==> config.mk <==
export PLATFORM = sky130hd
export DESIGN_NAME = countdown_timer_flat
export DESIGN_NICKNAME = d
export VERILOG_FILES = /design/src/rtl/countdown_timer_if.sv /design/src/rtl/countdown_timer.sv /design/src/flat_wrapper.sv
export SDC_FILE = /design/constraint.sdc
export NUM_CORES = 1
export LEC_CHECK = 0
export BUFFER_PORTS_ARGS = -buffer_cell sky130_fd_sc_hd__buf_4
export CORE_MARGIN = 8
export CORE_UTILIZATION = 53
export CTS_CLUSTER_DIAMETER = 150
export CTS_CLUSTER_SIZE = 16
export DETAILED_ROUTE_END_ITERATION = 8
export PLACE_DENSITY = 0.74
export SLEW_MARGIN = 5
export SYNTH_ARGS = -nofsm -noshare
export SYNTH_HDL_FRONTEND = slang
export SYNTH_SLANG_ARGS = --single-unit
==> constraint.sdc <==
create_clock -name clk -period 3.5 [get_ports clk]
set_input_delay 0 -clock clk [delete_from_list [all_inputs] [get_ports clk]]
set_output_delay 0 -clock clk [all_outputs]
set_load 0.01 [all_outputs]
==> src/rtl/countdown_timer_if.sv <==
// Control and status bundle for countdown_timer: the master drives the controls,
// and the timer (slave) returns its registered status.
interface countdown_timer_if #(
  parameter int unsigned CNT_W = 8
) ();
  logic             start;
  logic             pause;
  logic             load;
  logic [CNT_W-1:0] load_val;
  logic [CNT_W-1:0] count;
  logic             running;
  logic             done;
  logic             expired;

  modport master (
    output start, pause, load, load_val,
    input  count, running, done, expired
  );

  modport slave (
    input  start, pause, load, load_val,
    output count, running, done, expired
  );
endinterface

==> src/rtl/countdown_timer.sv <==
// Prescaled seconds countdown timer with pause/resume and load.
// Defining TIMER_AUTORELOAD_EN reloads the count on expiry instead of stopping in DONE.
module countdown_timer #(
  parameter int unsigned CNT_W    = 8,
  parameter int unsigned TICK_DIV = 50000000,
  parameter int unsigned INIT     = 60
) (
  input  logic               clk,
  input  logic               rst,
  countdown_timer_if.slave   bus
);

  localparam int unsigned      PS_W     = $clog2(TICK_DIV);
  localparam logic [PS_W-1:0]  PS_LAST  = PS_W'(TICK_DIV - 1);
  localparam logic [CNT_W-1:0] CNT_INIT = CNT_W'(INIT);
`ifdef TIMER_AUTORELOAD_EN
  localparam bit AUTO_RELOAD = 1'b1;
`else
  localparam bit AUTO_RELOAD = 1'b0;
`endif

  typedef enum logic [1:0] {
    IDLE   = 2'd0,
    RUN    = 2'd1,
    PAUSED = 2'd2,
    DONE   = 2'd3
  } state_t;

  state_t           state, state_n;
  logic [CNT_W-1:0] count_q, count_n;
  logic [CNT_W-1:0] reload_q, reload_n;
  logic [PS_W-1:0]  ps_q, ps_n;
  logic             running_q, done_q, expired_q, expired_n;

  // State and datapath registers; status flags follow the next state
  always_ff @(posedge clk) begin
    if (rst) begin
      state     <= IDLE;
      count_q   <= CNT_INIT;
      reload_q  <= CNT_INIT;
      ps_q      <= '0;
      running_q <= 1'b0;
      done_q    <= 1'b0;
      expired_q <= 1'b0;
    end else begin
      state     <= state_n;
      count_q   <= count_n;
      reload_q  <= reload_n;
      ps_q      <= ps_n;
      running_q <= (state_n == RUN);
      done_q    <= (state_n == DONE);
      expired_q <= expired_n;
    end
  end

  // Next-state and datapath; load outranks start, start outranks pause
  always_comb begin
    state_n   = state;
    count_n   = count_q;
    reload_n  = reload_q;
    ps_n      = ps_q;
    expired_n = 1'b0;

    if (bus.load) begin
      state_n  = IDLE;
      count_n  = bus.load_val;
      reload_n = bus.load_val;
      ps_n     = '0;
    end else begin
      case (state)
        IDLE: begin
          if (bus.start) begin
            if (count_q != '0) begin
              state_n = RUN;
            end else begin
              state_n   = DONE;
              expired_n = 1'b1;
            end
          end
        end
        RUN: begin
          if (bus.pause && !bus.start) begin
            state_n = PAUSED;
          end else if (ps_q == PS_LAST) begin
            ps_n = '0;
            if (count_q == CNT_W'(1)) begin
              expired_n = 1'b1;
              if (AUTO_RELOAD && (reload_q != '0)) begin
                count_n = reload_q;
              end else begin
                count_n = '0;
                state_n = DONE;
              end
            end else if (count_q != '0) begin
              count_n = count_q - CNT_W'(1);
            end
          end else begin
            ps_n = ps_q + PS_W'(1);
          end
        end
        PAUSED: begin
          if (bus.start) begin
            state_n = RUN;
          end
        end
        DONE: begin
          count_n = '0;
        end
        default: begin
          state_n = IDLE;
        end
      endcase
    end
  end

  assign bus.count   = count_q;
  assign bus.running = running_q;
  assign bus.done    = done_q;
  assign bus.expired = expired_q;

endmodule

==> src/flat_wrapper.sv <==
// flat-port wrapper written by rule: the top's interface ports become plain ports
module countdown_timer_flat 
#(
  parameter int unsigned CNT_W    = 8,
  parameter int unsigned TICK_DIV = 50000000,
  parameter int unsigned INIT     = 60
)
  (clk, rst, bus_start, bus_pause, bus_load, bus_load_val, bus_count, bus_running, bus_done, bus_expired);
  countdown_timer_if #(.CNT_W(CNT_W)) bus_i ();
  input  logic clk;
  input  logic rst;
  input wire logic [$bits(bus_i.start)-1:0] bus_start;
  input wire logic [$bits(bus_i.pause)-1:0] bus_pause;
  input wire logic [$bits(bus_i.load)-1:0] bus_load;
  input wire logic [$bits(bus_i.load_val)-1:0] bus_load_val;
  output wire logic [$bits(bus_i.count)-1:0] bus_count;
  output wire logic [$bits(bus_i.running)-1:0] bus_running;
  output wire logic [$bits(bus_i.done)-1:0] bus_done;
  output wire logic [$bits(bus_i.expired)-1:0] bus_expired;
  assign bus_i.start = bus_start;
  assign bus_i.pause = bus_pause;
  assign bus_i.load = bus_load;
  assign bus_i.load_val = bus_load_val;
  assign bus_count = bus_i.count;
  assign bus_running = bus_i.running;
  assign bus_done = bus_i.done;
  assign bus_expired = bus_i.expired;
  countdown_timer #(.CNT_W(CNT_W), .TICK_DIV(TICK_DIV), .INIT(INIT)) u_core (.clk(clk), .rst(rst), .bus(bus_i));
endmodule
==> results.py, run 1 <==
metrics = {
    "outcome": {
        "status": "complete, no violations",
    },
    "detailed_routing": {
        "ant_nets": 0,
        "drc": 0,
        "first_iter_violations": 91,
        "finalWirelength_um": 4590,
        "wl_per_cell_um": 14.7,
        "routed_via_density": 5.86,
        "drt-pass1-iter-count": 4,
        "vias": 1833,
    },
    "grt": {
        "gr-total-overflow": 0,
        "grt_max_degree": 27,
        "antenna_found_initial": 0,
        "track_usage_pct": 15.5,
        "grt_pass1_wl_um": 7890,
        "grt_pass1_vias": 1750,
    },
    "power_and_ir_drop": {
        "p_leak_uw": 0.000845,
        "p_clk_share_pct": 41.6,
        "p_total_uw": 939,
        "combPwrFrac_pct": 9.1,
        "pwr-share-seq_pct": 49.3,
        "power_switching_uw": 214,
        "vdd_ir_drop_max_uv": 255,
        "swShare_pct": 22.8,
        "p_int_uw": 725,
        "p_per_area_mw_per_mm2": 386,
    },
    "critical_path": {
        "path_buf_inv": 1,
        "worst-path-max-fanout": 6,
        "worst_setup_path_start_kind": "register",
        "r2r_end": "u_core.bus.count[5]$_SDFFE_PP1P_",
        "cpPeakStageDelay_ps": 400,
        "r2r_start": "u_core.bus.count[0]$_SDFFE_PP0P_",
        "critPathRequiredTime_ps": 3660,
        "rr_worst_depth": 7,
        "arrival_ps": 2300,
        "r2r_setup_slack_ps": 1360,
        "crit_family": "compound AO/OA/AOI/OAI gates",
        "cp_cell_sequence": "inv_1 > ha_1 > nor4b_1 > a211oi_1 > nand3_2 > o311ai_0 > o211ai_1",
        "endpoint_kind": "register",
        "critPathKind": "reg -> reg",
        "critPathLaunch": "u_core.bus.count[0]$_SDFFE_PP0P_",
        "critPathSlowestCell": "dfxtp_1",
    },
    "floorplan": {
        "start_util_pct": 55.3,
        "fp-row-count": 22,
        "dieWidth_um": 78.0,
        "num_io_pins": 24,
        "coreArea_mm2": 0.00369,
        "fp.dieH_um": 78.0,
        "die_area_mm2": 0.00609,
    },
    "yosys": {
        "ys_ff_latch": 39,
        "syn-cell-area_mm2": 0.00204,
        "avgSynthCellArea_um2": 8.72,
        "ys_async_sr_fraction_pct": 0,
        "ys.warnings.count": 0,
        "synth-edff-count": 0,
        "syn-num-nets": 251,
        "yosysTopAreaCell": "dfxtp_1",
        "synth_cell_types": 49,
        "synth_top_area_share_pct": 38.3,
        "synth_area_leaders": "dfxtp_1 38%, xor2_1 6.9%, nor2_1 5.2%",
        "syn_inst": 234,
        "synth_seq_area_share_pct": 38.3,
        "synth_ff_type": "dfxtp_1",
    },
    "timing": {
        "relSlewSlack_pct": 57.0,
        "min_period_over_period_pct": 61.0,
        "tightest_slew_ps": 640,
        "fin_ws_ps": 1360,
        "hold_ws_ps": 47.5,
        "maxSlewViolCount": 0,
        "min_period_ps": 2140,
        "hold_violations": 0,
        "fmax_mhz": 468,
        "finalSetupTns_ps": 0,
        "finalClockSkew_ps": 7.85,
        "rsz0062_at_grt": "false",
        "setup_viol": 0,
    },
    "layout": {
        "diodes": 0,
        "drive_above_1_share_pct": 17.4,
        "ff_latch_area_um2": 781,
        "final_common_cell": "dfxtp_1",
        "area_growth_pct": 19.3,
        "mostFrequentLayoutCells": "39 x dfxtp_1, 28 x nor2_1, 24 x buf_4",
        "final_nets": 281,
        "fillers": 334,
        "multi_input_area_mm2": 0.00118,
    },
    "clock_tree": {
        "cts_buffers": 5,
        "clk_pin_slew_ps": 70,
        "clockBufferDepth": 2,
        "postCtsSetupBuffers": 0,
        "clkLatencyLatePin_ps": 290,
        "cts_root_buffer": "clkbuf_8",
        "cts_tree": "built",
        "numClockSinks": 39,
        "htreeDepth": 2,
    },
    "place": {
        "hpwl_um": 3260,
        "place_congestion": 0.865,
        "dp_worst_setup_slack_ps": 1450,
        "port_buffers": 23,
    },
    "worst_hold_path": {
        "holdPathEnd": "u_core.bus.count[2]$_SDFFE_PP1P_",
        "holdCritStartpoint": "bus_load",
        "hold_path_depth": 3,
        "hold_class": "in -> reg",
    },
    "flow_run": {
        "drv_cap": 0,
    },
}
==> per-stage QoR <==
| step | area, um2 | instances | util, % |
|---|---|---|---|
| 4_1_cts | 2430 | 313 | 65.9 |
| 5_1_grt | 2430 | 313 | 65.9 |
| 6_report | 2430 | 313 | 65.9 |
| 2_1_floorplan | 2040 | 234 | - |
| 3_3_place_gp | 2230 | 297 | 60.6 |
| 3_5_place_dp | 2230 | 297 | 60.6 |
==> power by group through the flow <==
stage	clock network, uW	logic, uW	registers [uW]
after detailed placement	0	77.9	473
after global routing	415	96.1	464
after CTS	399	85.9	463
after floorplan	0	43.7	474
final	391	85.9	463
after global placement	0	78.0	473
==> worst min-delay path: cells and delay by family <==
family | cells | cell delay, ps
buf+inv | 1 | 150
compound gates | 2 | 160
==> area by class of cell <==
type	count	share of cell area [%]
timing repair buffer	32	10.7
tap	48	2.47
multi-input combinational	178	48.7
sequential	39	32.1
clock buffer	6	3.40
clock inverter	2	1.44
inverter	8	1.23
==> registers in the layout, indices dropped and copies added (netlist names) <==
register            cells
u_core.ps_q            26
u_core.bus.count        8
u_core.state            2
u_core.bus.done         1
u_core.bus.expired      1
u_core.bus.running      1
==> Yosys cell counts (all sizes together), types with 3 or more instances <==
library cell / number
dfxtp: 39
nor2: 29
xor2: 16
nand3: 15
a21oi: 14
nand2: 13
nand4: 11
buf: 8
inv: 8
nor3: 7
a211oi: 6
o21ai: 5
or3: 5
or4: 5
xnor2: 5
and3: 4
ha: 4
nor4: 4
a221oi: 3
and4: 3
nor4b: 3
o211ai: 3
==> repair_timing <==
item | in CTS | in global routing
gates resized for setup | 0 | 0
hold endpoints to repair | 9 | 0
hold buffers | 8 | 0
==> logic make-up (layout without fill, tap and decap cells) <==
logic type	Yosys count	in the layout	share of synthesized area [%]
simple gates	108	108	31.4
compound gates	43	43	14.2
flops	39	39	38.3
xor+xnor	21	21	9.02
buf+inv	17	48	3.68
fa+ha+maj	4	4	2.45
mux	2	2	1.04
==> worst max path at each step <==
stage                                            end  slack (ps)  cells after the start
floorplan           u_core.bus.count[5]$_SDFFE_PP1P_        1540                      7
global placement    u_core.bus.count[0]$_SDFFE_PP0P_        1470                      7
detailed placement  u_core.bus.count[5]$_SDFFE_PP1P_        1450                      7
CTS                 u_core.bus.count[5]$_SDFFE_PP1P_        1360                      7
global route        u_core.bus.count[5]$_SDFFE_PP1P_        1030                      7
finish              u_core.bus.count[5]$_SDFFE_PP1P_        1360                      7
==> routing by layer <==
layer	routed length (um)	up-vias	GRT usage [%]	share of wire [%]
met5	0	-	0	0
met4	64	0	5.93	1.4
met3	215	7	4.33	4.7
met2	2230	43	25.7	49
met1	2080	863	18.7	45
li1	-	920	-	-
(Power assumes the default switching activity.)
==> run 2, diff against run 1 <==
==> constraint.sdc (replaced) <==
create_clock -name clk -period 2.2 [get_ports clk]
set_input_delay 0 -clock clk [delete_from_list [all_inputs] [get_ports clk]]
set_output_delay 0 -clock clk [all_outputs]
set_load 0.01 [all_outputs]
==> run 2 against run 1 <==
Sequential power rose by 59%. Combinational power rose by 64%. Largest power group unchanged. Hold slack lost 7.6 ps.
==> results.py, run 2 (synthesis gave the netlist of run 1 again) <==
metrics = {
    "outcome": {
        "status": "complete, no violations",
    },
    "place": {
        "placedCellCount": 301,
        "place_congestion": 0.853,
        "port_buffers": 23,
        "hpwl_um": 3350,
        "place_area_mm2": 0.00228,
    },
    "clock_tree": {
        "clkLatencyLatePin_ps": 300,
        "clockBufferDepth": 2,
        "clk_pin_slew_ps": 80,
        "cts_buffers": 5,
        "cts_root_buffer": "clkbuf_8",
        "cts_tree": "built",
        "postCtsSetupBuffers": 0,
        "numClockSinks": 39,
        "htreeDepth": 2,
    },
    "detailed_routing": {
        "first_iter_violations": 149,
        "routed_via_density": 5.83,
        "drc": 0,
        "wl_per_cell_um": 14.9,
        "drt-pass1-iter-count": 4,
        "finalWirelength_um": 4710,
        "vias": 1849,
        "ant_nets": 0,
    },
    "timing": {
        "min_period_over_period_pct": 93.4,
        "finalSetupTns_ps": 0,
        "relSlewSlack_pct": 72.5,
        "finalClockSkew_ps": 7.20,
        "fmax_mhz": 487,
        "min_period_ps": 2050,
        "hold_violations": 0,
        "maxSlewViolCount": 0,
        "setup_viol": 0,
        "hold_ws_ps": 39.9,
        "tightest_slew_ps": 410,
    },
    "grt": {
        "grt_max_degree": 17,
        "gr-total-overflow": 0,
        "grt_pass1_wl_um": 8060,
        "grt_pass1_vias": 1852,
        "track_usage_pct": 16.0,
        "antenna_found_initial": 1,
    },
    "worst_hold_path": {
        "hold_path_depth": 3,
        "hold_class": "in -> reg",
    },
    "critical_path": {
        "worst_setup_path_start_kind": "register",
        "path_buf_inv": 1,
        "arrival_ps": 2300,
        "cpPeakStageDelay_ps": 450,
        "critPathKind": "reg -> reg",
        "worst-path-max-fanout": 6,
        "crit_family": "simple AND/OR/NAND/NOR gates",
        "endpoint_kind": "register",
        "critPathRequiredTime_ps": 2450,
        "cp_cell_sequence": "inv_1 > ha_1 > nor4b_1 > a211oi_2 > nand3_2 > or4_1 > nand3_1",
        "critPathSlowestCell": "or4_1",
        "path_depth": 7,
        "rr_worst_depth": 7,
    },
    "power_and_ir_drop": {
        "p_leak_uw": 0.000868,
        "vdd_ir_drop_max_uv": 346,
        "p_per_area_mw_per_mm2": 608,
    },
    "layout": {
        "fillers": 330,
        "multi_input_area_mm2": 0.00120,
        "ff_latch_area_um2": 781,
        "area_growth_pct": 21.7,
        "final_nets": 284,
        "design_area_mm2": 0.00248,
        "stdcell_count": 317,
        "largest_register_ffs": 26,
        "regMostFlops": "u_core.ps_q",
        "final_common_cell": "dfxtp_1",
        "mostFrequentLayoutCells": "39 x dfxtp_1, 28 x nor2_1, 27 x buf_4",
        "drive_above_1_share_pct": 19.0,
    },
    "floorplan": {
        "num_io_pins": 24,
        "start_util_pct": 55.3,
        "die_area_mm2": 0.00609,
        "fp.dieH_um": 78.0,
        "coreArea_mm2": 0.00369,
        "dieWidth_um": 78.0,
        "fp-row-count": 22,
    },
    "flow_run": {
        "drv_cap": 0,
    },
}
## run 2: final timing paths
path | start | slack [ps] | to
setup / recovery | u_core.bus.count[0]$_SDFFE_PP0P_ | 150 | u_core.bus.count[4]$_SDFFE_PP1P_
hold / removal | bus_load | 40 | u_core.bus.count[2]$_SDFFE_PP1P_
setup reg to reg | u_core.bus.count[0]$_SDFFE_PP0P_ | 150 | u_core.bus.count[4]$_SDFFE_PP1P_
hold reg to reg | u_core.ps_q[25]$_SDFFE_PP0P_ | 510 | u_core.ps_q[25]$_SDFFE_PP0P_
## run 2: where the power goes
group | internal, uW | switching (uW) | leakage (uW)
registers | 718 | 18.0 | 0.000316
clock network | 367 | 265 | 0.0000612
logic | 71.2 | 69.8 | 0.000490
## run 2: through the flow
step / util [%] / power (uW) / worst slack, ps
floorplan: - / 823 / 244
global placement: 61.7 / 879 / 208
detailed placement: 61.7 / 881 / 129
CTS: 66.8 / 1520 / 115
global route: 67.3 / 1570 / -14.0
finish: 67.3 / 1510 / 146
## run 2: area by class of cell
| class | count | area share [%] |
|---|---|---|
| antenna | 1 | 0.101 |
| sequential | 39 | 31.5 |
| clock buffer | 6 | 3.33 |
| multi-input combinational | 178 | 48.3 |
| timing repair buffer | 35 | 11.8 |
| tap | 48 | 2.42 |
| inverter | 8 | 1.21 |
| clock inverter | 2 | 1.41 |
## run 2: metal layers
layer,vias to the layer above,part of all wire (%),global-route usage [%]
met5,-,0,0
met4,0,3.6,10.7
met3,16,5.5,4.90
met2,49,47,25.4
met1,861,44,18.2
li1,923,-,-
## run 2: what timing repair did
action | 4_1_cts | 5_1_grt
resized for setup | 0 | 3
hold buffers | 7 | 0
endpoints found under the setup margin | 0 | 6
hold endpoints to repair | 9 | 0
## run 2: worst reg2reg max path: cells and delay by family (launching register included)
kind	cells	cell delay (ps)
AOI/OAI and AO/OA	1	390
buffers and inverters	1	110
and+or+nand+nor	4	880
DFF	1	400
adders and majority gates	1	220
==> run 3, diff against run 2 <==
--- a/config.mk
+++ b/config.mk
@@ -5,13 +5,14 @@
 export SDC_FILE = /design/constraint.sdc
 export NUM_CORES = 1
 export LEC_CHECK = 0
+export ABC_AREA = 1
 export BUFFER_PORTS_ARGS = -buffer_cell sky130_fd_sc_hd__buf_4
 export CORE_MARGIN = 8
 export CORE_UTILIZATION = 53
 export CTS_CLUSTER_DIAMETER = 150
 export CTS_CLUSTER_SIZE = 16
 export DETAILED_ROUTE_END_ITERATION = 8
-export PLACE_DENSITY = 0.74
+export PLACE_DENSITY = 0.73
 export SLEW_MARGIN = 5
 export SYNTH_ARGS = -nofsm -noshare
 export SYNTH_HDL_FRONTEND = slang
==> run 3 against run 2 <==
Hold slack lost 15 ps. Area after synthesis up 13%. Count of clock-buffer cells in the layout rose by 1. Via count increased by 22%. Critical path type unchanged. Highest routed layer unchanged.
==> results.py, run 3 <==
metrics = {
    "outcome": {
        "status": "complete, no violations",
    },
    "power_and_ir_drop": {
        "vdd_ir_drop_max_uv": 357,
        "p_per_area_mw_per_mm2": 504,
        "p_clk_share_pct": 34.4,
        "combPwrFrac_pct": 11.2,
        "pwr-share-seq_pct": 54.4,
        "power_switching_uw": 338,
        "p_leak_uw": 0.00113,
        "p_int_uw": 1010,
        "swShare_pct": 25.0,
    },
    "yosys": {
        "synth_area_leaders": "dfxtp_1 34%, nand2_1 14%, nor2_1 11%",
        "yosysTopAreaCell": "dfxtp_1",
        "yosys-top-cells-count": "88 x nand2_1, 70 x nor2_1, 39 x dfxtp_1",
        "synth_cell_types": 29,
        "ys_ff_latch": 39,
        "syn_inst": 355,
        "syn-num-nets": 372,
        "synth_ff_type": "dfxtp_1",
        "ys.warnings.count": 0,
        "avgSynthCellArea_um2": 6.49,
        "synth_seq_area_share_pct": 33.9,
        "ys_async_sr_fraction_pct": 0,
        "syn-cell-area_mm2": 0.00230,
        "synth_top_area_share_pct": 33.9,
        "synthMostInstantiatedCell": "nand2_1",
        "synth-edff-count": 0,
    },
    "floorplan": {
        "start_util_pct": 54.0,
        "fp.dieH_um": 81.9,
        "coreArea_mm2": 0.00426,
        "dieWidth_um": 81.9,
        "fp-row-count": 24,
        "die_area_mm2": 0.00671,
        "num_io_pins": 24,
    },
    "critical_path": {
        "cp_cell_sequence": "ha_1 > inv_2 > nor2_4 > nand3_2 > nor2_4 > nand2_1 > nand2_1 > inv_2 > nand2_1 > nor2_1",
        "critPathRequiredTime_ps": 2390,
        "worst-path-max-fanout": 7,
        "critPathKind": "reg -> reg",
        "path_buf_inv": 2,
        "critPathSlowestCell": "dfxtp_1",
        "arrival_ps": 1930,
        "worst_setup_path_start_kind": "register",
        "endpoint_kind": "register",
        "crit_top_cell": "nand2_1",
        "crit_family": "simple AND/OR/NAND/NOR gates",
        "cpPeakStageDelay_ps": 360,
    },
    "timing": {
        "min_period_ps": 1750,
        "maxSlewViolCount": 0,
        "fmax_mhz": 573,
        "tightest_slew_ps": 397,
        "finalSetupTns_ps": 0,
        "rsz0062_at_grt": "false",
        "relSlewSlack_pct": 73.5,
        "hold_violations": 0,
        "setup_viol": 0,
        "min_period_over_period_pct": 79.3,
        "finalClockSkew_ps": 6.74,
    },
    "clock_tree": {
        "htreeDepth": 2,
        "numClockSinks": 39,
        "clkLatencyLatePin_ps": 290,
        "clockBufferDepth": 2,
        "cts_tree": "built",
        "cts_buffers": 5,
        "cts_resized": 0,
        "clk_pin_slew_ps": 70,
        "cts_root_buffer": "clkbuf_8",
    },
    "place": {
        "port_buffers": 23,
        "place_congestion": 0.915,
        "hpwl_um": 4090,
        "placedCellCount": 427,
    },
    "layout": {
        "regMostFlops": "u_core.ps_q",
        "stdcell_count": 443,
        "mostFrequentLayoutCells": "88 x nand2_1, 70 x nor2_1, 39 x dfxtp_1",
        "diodes": 0,
        "final_common_cell": "nand2_1",
        "largest_register_ffs": 26,
        "area_growth_pct": 16.3,
        "drive_above_1_share_pct": 15.1,
        "final_nets": 407,
    },
    "detailed_routing": {
        "first_iter_violations": 155,
        "vias": 2257,
        "routed_via_density": 5.09,
        "ant_nets": 0,
        "finalWirelength_um": 5330,
        "wl_per_cell_um": 12.0,
        "drt-pass1-iter-count": 5,
        "drc": 0,
    },
    "grt": {
        "antenna_found_initial": 0,
        "grt_pass1_wl_um": 8940,
        "track_usage_pct": 16.8,
        "grt_pass1_vias": 2009,
        "gr-total-overflow": 0,
        "grt_max_degree": 15,
    },
    "worst_hold_path": {
        "hold_class": "in -> reg",
    },
    "flow_run": {
        "drv_cap": 0,
    },
}
[run 3: per-layer routing]
layer	vias to the layer above	part of all wire [%]	global-route usage [%]
met3	7	6.2	3.61
met2	70	45	25.2
li1	1175	-	-
met5	-	0	0
met1	1005	48	22.9
met4	0	1.4	6.14
[run 3: cells by family after synthesis]
group                      Yosys count  share of synthesized area [%]
and+or+nand+nor                    224                           43.8
buffers and inverters               48                           8.69
DFF                                 39                           33.9
AOI/OAI and AO/OA                   24                           5.43
xor gates and xnor gates            16                           6.08
adders and majority gates            4                           2.17
[run 3: what timing repair did]
item,in CTS,in global routing
hold endpoints to repair,4,0
hold buffers,8,0
buffers inserted,0,0
[run 3: final cells by class]
type | instances | area, um2
Inverter | 43 | 161
Clock buffer | 7 | 76.3
Clock inverter | 1 | 5.00
Tap cell | 52 | 65.1
Sequential cell | 39 | 781
Fill cell | 402 | 1580
Multi-Input combinational cell | 268 | 1320
Timing Repair Buffer | 33 | 268
[run 3: power groups by stage]
stage | logic, uW | clock network, uW | registers (uW)
finish | 151 | 465 | 735
global route | 169 | 508 | 738
CTS | 151 | 480 | 735
detailed placement | 138 | 0 | 751
global placement | 137 | 0 | 751
floorplan | 81.1 | 0 | 754
[run 3: path summary, 6_finish.rpt]
path,endpoint,from,cells after the start,slack [ps]
max,u_core.ps_q[16]$_SDFFE_PP0P_,u_core.ps_q[0]$_SDFFE_PP0P_,10,450
max reg2reg,u_core.ps_q[16]$_SDFFE_PP0P_,u_core.ps_q[0]$_SDFFE_PP0P_,10,450
min reg2reg,u_core.ps_q[0]$_SDFFE_PP0P_,u_core.ps_q[0]$_SDFFE_PP0P_,2,500
min,u_core.bus.count[7]$_SDFFE_PP0P_,bus_load_val[7],5,30
[run 3: worst reg2reg max path, stage by stage, from the launching register on]
cell	delay, ps
dfxtp_1	360
ha_1	210
inv_2	80
nor2_4	160
nand3_2	110
nor2_4	150
nand2_1	70
nand2_1	230
inv_2	130
nand2_1	100
nor2_1	40
[run 3: metrics by stage]
step | cell area [um2] | setup slack, ps | total power (uW) | hold WS, ps | utilization (%)
6_report | 2680 | 455 | 1350 | 25.2 | 62.9
3_3_place_gp | 2520 | 515 | 889 | 230 | 59.1
4_1_cts | 2680 | 447 | 1370 | 14.3 | 62.9
3_5_place_dp | 2520 | 457 | 890 | 232 | 59.1
2_1_floorplan | 2300 | 737 | 835 | 112 | -
5_1_grt | 2680 | 256 | 1420 | 47.7 | 62.9
